## src/rtl/addsub_serial.sv

```systemverilog
// ---------------------------------------------------------------------------
// addsub_serial
//   Digit-serial adder/subtractor. An accepted operand set is processed
//   DIGIT bits per clock, LSB digit first, over N = WIDTH/DIGIT cycles.
//   Subtraction reuses the adder: b is inverted at capture and the initial
//   carry is 1 (a + ~b + 1 = a - b).
//
// Parameters
//   WIDTH     operand/result width in bits (>= 2)
//   DIGIT     bits processed per cycle; must divide WIDTH
//
// Ports
//   clk        rising-edge clock
//   rst_n      asynchronous active-low reset
//   in_valid   operand set present on a, b, sub
//   in_ready   block can accept an operand set (registered)
//   a, b       operands
//   sub        1 = a - b, 0 = a + b
//   out_valid  s and flags valid; held until out_ready
//   out_ready  consumer accepts the result
//   s          result modulo 2^WIDTH
//   cout       carry out of the MSB (subtract: 1 = no borrow)
//   ovf        two's-complement signed overflow
//   zero       s == 0
// ---------------------------------------------------------------------------
module addsub_serial #(
   parameter int WIDTH = 16,
   parameter int DIGIT = 4
) (
   input  logic             clk,
   input  logic             rst_n,
   input  logic             in_valid,
   output logic             in_ready,
   input  logic [WIDTH-1:0] a,
   input  logic [WIDTH-1:0] b,
   input  logic             sub,
   output logic             out_valid,
   input  logic             out_ready,
   output logic [WIDTH-1:0] s,
   output logic             cout,
   output logic             ovf,
   output logic             zero
);

   localparam int N     = WIDTH / DIGIT;
   localparam int CNT_W = (N > 1) ? $clog2(N) : 1;

   typedef enum logic [1:0] {IDLE, RUN, DONE} state_e;

   state_e             state_q;
   logic [WIDTH-1:0]   op_a_q;
   logic [WIDTH-1:0]   op_b_q;
   logic [WIDTH-1:0]   res_q;
   logic               carry_q;
   logic [CNT_W-1:0]   cnt_q;
   logic               in_ready_q;
   logic               out_valid_q;
   logic [WIDTH-1:0]   s_q;
   logic               cout_q;
   logic               ovf_q;
   logic               zero_q;

   // Digit datapath
   logic [DIGIT:0]     dsum;
   logic               msb_cin;
   logic [WIDTH-1:0]   res_d;
   logic               last_digit;

   always_comb begin
      dsum       = {1'b0, op_a_q[DIGIT-1:0]} + {1'b0, op_b_q[DIGIT-1:0]}
                 + {{DIGIT{1'b0}}, carry_q};
      // Carry into the top bit of this digit, recovered from the sum bit.
      // On the final digit this is the carry into bit WIDTH-1.
      msb_cin    = op_a_q[DIGIT-1] ^ op_b_q[DIGIT-1] ^ dsum[DIGIT-1];
      // New digit enters at the top; after N shifts the LSB digit sits at
      // bit 0. Written as a shift of the concatenation so DIGIT = WIDTH works.
      res_d      = WIDTH'({dsum[DIGIT-1:0], res_q} >> DIGIT);
      last_digit = (cnt_q == CNT_W'(N - 1));
   end

   // NOTE: sequential state uses non-blocking assignments only, so every
   // register samples the pre-edge values regardless of statement order.
   always_ff @(posedge clk or negedge rst_n) begin
      if (!rst_n) begin
         state_q     <= IDLE;
         op_a_q      <= '0;
         op_b_q      <= '0;
         res_q       <= '0;
         carry_q     <= 1'b0;
         cnt_q       <= '0;
         in_ready_q  <= 1'b0;
         out_valid_q <= 1'b0;
         s_q         <= '0;
         cout_q      <= 1'b0;
         ovf_q       <= 1'b0;
         zero_q      <= 1'b0;
      end else begin
         case (state_q)
            IDLE: begin
               // Rises one edge after reset release; the accept condition
               // uses the registered value, so nothing is taken on that edge.
               in_ready_q <= 1'b1;
               if (in_valid && in_ready_q) begin
                  op_a_q     <= a;
                  op_b_q     <= sub ? ~b : b;
                  carry_q    <= sub;
                  cnt_q      <= '0;
                  in_ready_q <= 1'b0;
                  state_q    <= RUN;
               end
            end

            RUN: begin
               op_a_q  <= op_a_q >> DIGIT;
               op_b_q  <= op_b_q >> DIGIT;
               carry_q <= dsum[DIGIT];
               res_q   <= res_d;
               cnt_q   <= cnt_q + 1'b1;
               if (last_digit) begin
                  // Outputs load only here, so no partial result is visible.
                  s_q         <= res_d;
                  cout_q      <= dsum[DIGIT];
                  ovf_q       <= msb_cin ^ dsum[DIGIT];
                  zero_q      <= ~|res_d;
                  out_valid_q <= 1'b1;
                  state_q     <= DONE;
               end
            end

            DONE: begin
               if (out_ready) begin
                  out_valid_q <= 1'b0;
                  in_ready_q  <= 1'b1;
                  state_q     <= IDLE;
               end
            end

            default: state_q <= IDLE;
         endcase
      end
   end

   assign in_ready  = in_ready_q;
   assign out_valid = out_valid_q;
   assign s         = s_q;
   assign cout      = cout_q;
   assign ovf       = ovf_q;
   assign zero      = zero_q;

endmodule

```

## config.mk

```make
export PLATFORM = sky130hd
export DESIGN_NAME = addsub_serial
export DESIGN_NICKNAME = d
export VERILOG_FILES = /design/src/rtl/addsub_serial.sv
export SDC_FILE = /design/constraint.sdc
export NUM_CORES = 1
export LEC_CHECK = 0
export ABC_AREA = 1
export CORE_MARGIN = 5
export CORE_UTILIZATION = 52
export CTS_CLUSTER_DIAMETER = 200
export DETAILED_ROUTE_END_ITERATION = 8
export PLACE_DENSITY = 0.8
export SETUP_SLACK_MARGIN = 0.2
export SLEW_MARGIN = 20
export SYNTH_ARGS = -nofsm -noshare
export SYNTH_HDL_FRONTEND = slang
export SYNTH_SLANG_ARGS = --single-unit
```

## constraint.sdc

```tcl
create_clock -name clk -period 2.35 [get_ports clk]
set_clock_uncertainty 0.15 [all_clocks]
set_input_delay 0.3525 -clock clk [delete_from_list [all_inputs] [get_ports clk]]
set_output_delay 0.3525 -clock clk [all_outputs]
set_load 0.02 [all_outputs]
```

==> metrics.md <==
| Metric | Value |
|---|---|
| Outcome | `complete, no violations` |
| CP Launch Type | `register` |
| First-pass GRT wire length | `10,600 um` |
| Worst Setup Path Type | `reg -> reg` |
| First-pass detailed-route iteration total | `4` |
| Final wirelength | `6380 um` |
| Worst EP arrival | `2.11 ns` |
| Worst R2R End | `zero$_DFFE_PN0P_` |
| Share of post-route cells with drive strength above 1 | `8.73%` |
| Yosys cell types | `27` |
| Worst vdd ir | `0.637 mV` |
| Clock Sinks | `70` |
| Hold path endpoint | `op_a_q[15]$_DFFE_PN0P_` |
| Pwr Density | `1420 nW/um2` |
| Worst-path fanout max | `3` |
| Area post-placement | `3740 um2` |
| Area Overhead vs Synth | `28.0%` |
| GR Overflow Total | `0` |
| Crit end category | `register` |
| Cells after Synth | `335` |
| CP max stage delay | `0.45 ns` |
| IO buf count | `57` |
| DRC Markers | `0` |
| Crit Reg-Reg Startpoint | `op_a_q[0]$_DFFE_PN0P_` |
| Post-DR vias/cell | `5.03` |
| Rel. slew slack | `68.0%` |
| RSZ-0062 raised after global routing | `no` |
| Final period util | `84.5%` |
| Post-DP HPWL | `4490 um` |
| Initial drt markers | `83` |
| Hold Path Origin | `op_a_q[15]$_DFFE_PN0P_` |
| Final nets | `439` |
| Max Fclk | `503 MHz` |
| DIE AREA | `7600 um2` |
| Top cells by area, synth | `dfrtp_1 57%, nand2_1 11%, nor2_1 4.7%, xnor2_1 4.5%, o21ai_0 4.2%` |
| Tmin final | `1.99 ns` |
| Commonest cells after routing, fill and taps aside | `90 x nand2_1, 70 x dfrtp_1, 56 x clkdlybuf4s50_1, 39 x nor2_1, 26 x o21ai_0` |
| Reg2Reg Setup Slack | `0.36 ns` |
| Post-route cell area | `3960 um2` |
| Core footprint | `5850 um2` |
| Syn Area/Cell | `9.24 um2` |
| Post-route ant nets | `0` |
| Num rows | `28` |
| CP Buf/Inv Count | `0` |
| H-tree depth | `3` |
| Clock transition at path regs | `0.07 ns` |
| All-Layer GR Usage | `18.0%` |
| Top Family by Delay on Critical Path | `adder cells` |
| Setup WS post-layout | `0.363 ns` |
| Commonest non-fill, non-tap cell in the layout | `nand2_1` |
| Starting density of the core | `52.9%` |
| GP Congestion | `0.815` |
| Synth warn | `0` |
| Via Count | `2,393` |
| Pleak | `1.79 nW` |
| CTS tree | `yes` |
| Final slew viol count | `0` |
| Post-synthesis sequential area ratio | `56.6%` |
| Synthesized netlist net count | `378` |
| Hold Path Cell Cnt | `2` |
| Hold Vio Cnt, Final | `0` |
| Worst path slowest cell | `fa_2` |
| Synthesized cell area | `3100 um2` |
| Clock Latency Late Sink | `0.35 ns` |
| Fin Setup TNS | `0 ns` |
| CP required | `2.47 ns` |
| Crit path from | `op_a_q[0]$_DFFE_PN0P_` |
| Ports | `58` |
| Synth area leader | `dfrtp_1` |
| Worst r2r path cells | `7` |
| FF+latch count, synth | `70` |
| Die H | `87.2 um` |
| Worst-margin pin slew | `0.480 ns` |
| Max cap viols | `0` |
| Vias in the first global route | `2,360` |
| Yosys top cell area share | `56.6%` |
| Worst hold-check path type | `reg -> reg` |
| TritonCTS Buffers | `9` |
| Antenna violations before repair | `0` |
| Clk buf depth | `2` |
| Diodes inserted | `0` |
| Drt wl/cell | `13.4 um` |
| Die Wd | `87.2 um` |
| Post-Place Setup Slack | `0.276 ns` |
| Fin util | `67.7%` |
| Clock root buffer | `clkbuf_8` |
| Post-CTS setup buffer count | `0` |
| Pin count of the biggest net entering global routing | `34` |
| Cell chain of the critical path | `fa_2, fa_2, nor2_1, nand2_1, nor2_1, nand3_1, o21bai_1` |
| Final setup viols | `0` |
## stage by stage
step | total power [W] | std cells | hold slack [ns]
2_1_floorplan | 0.00383 | 335 | -0.0931
3_3_place_gp | 0.00452 | 459 | 0.175
3_5_place_dp | 0.00464 | 459 | 0.177
4_1_cts | 0.00564 | 476 | 0.329
5_1_grt | 0.00609 | 476 | 0.360
6_report | 0.00564 | 476 | 0.329
## power breakdown
group	switching (W)	total (W)	leakage, nW	internal (W)
Combinational	0.00147	0.00251	0.821	0.00103
Sequential	0.000355	0.00214	0.869	0.00178
Clock	0.000449	0.000997	0.0996	0.000548
## cells by family after synthesis
logic type / Yosys count / synth area share, %
xor gates and xnor gates: 17 / 4.81
buffers and inverters: 37 / 5.33
AOI/OAI and AO/OA: 62 / 11.8
adders and majority gates: 6 / 2.91
DFF: 70 / 56.6
and+or+nand+nor: 143 / 18.6
## synthesized netlist by cell type, drive strengths merged
cell / n
a21oi: 4
o21bai: 2
xor2: 1
ha: 4
inv: 21
o22ai: 11
fa: 2
xnor2: 16
o211ai: 12
o21ai: 30
buf: 13
nor2: 40
nor3: 3
o21a: 1
clkbuf: 3
o31ai: 1
nand4: 1
dfrtp: 70
nand3: 7
nand2: 92
a31oi: 1
## per-layer routing
layer	global-route usage, %	routed length [um]
met4	10.2	147
met2	29.4	3040
met1	22.6	2820
met5	0	0
met3	3.22	369
## registers in the layout, summed over array words and instances, names as in the netlist
register and cells:
carry_q 1, cnt_q 2, cout 1, in_ready 1, op_a_q 16, op_b_q 16
out_valid 1, ovf 1, res_q 12, s 16, state_q 2, zero 1
## layout make-up
class | count | area [um2]
fillers | 452 | 1890
flip-flops and latches | 70 | 1750
multi-input cells | 228 | 1190
repair buffers | 66 | 648
clock buffers | 13 | 159
well taps | 75 | 93.8
inverters | 21 | 78.8
clock inverters | 3 | 42.5
## worst reg2reg max path: stages (launching register included)
cell and delay (ns):
dfrtp_1 0.41, fa_2 0.42, fa_2 0.45, nor2_1 0.12, nand2_1 0.06, nor2_1 0.10, nand3_1 0.07, o21bai_1 0.14
## how the worst max path moves through the flow
stage / end / cells past startpoint
after global routing: ovf$_DFFE_PN0P_ / 7
after floorplan: zero$_DFFE_PN0P_ / 7
final: zero$_DFFE_PN0P_ / 7
after detailed placement: zero$_DFFE_PN0P_ / 7
after global placement: zero$_DFFE_PN0P_ / 7
after CTS: zero$_DFFE_PN0P_ / 7
## timing repair
action / 4_1_cts / 5_1_grt
setup endpoints to repair: 0 / 3
endpoints found under the hold margin: 18 / 0
hold buffers: 1 / 0
resized for setup: 0 / 3
(Power assumes the default switching activity.)
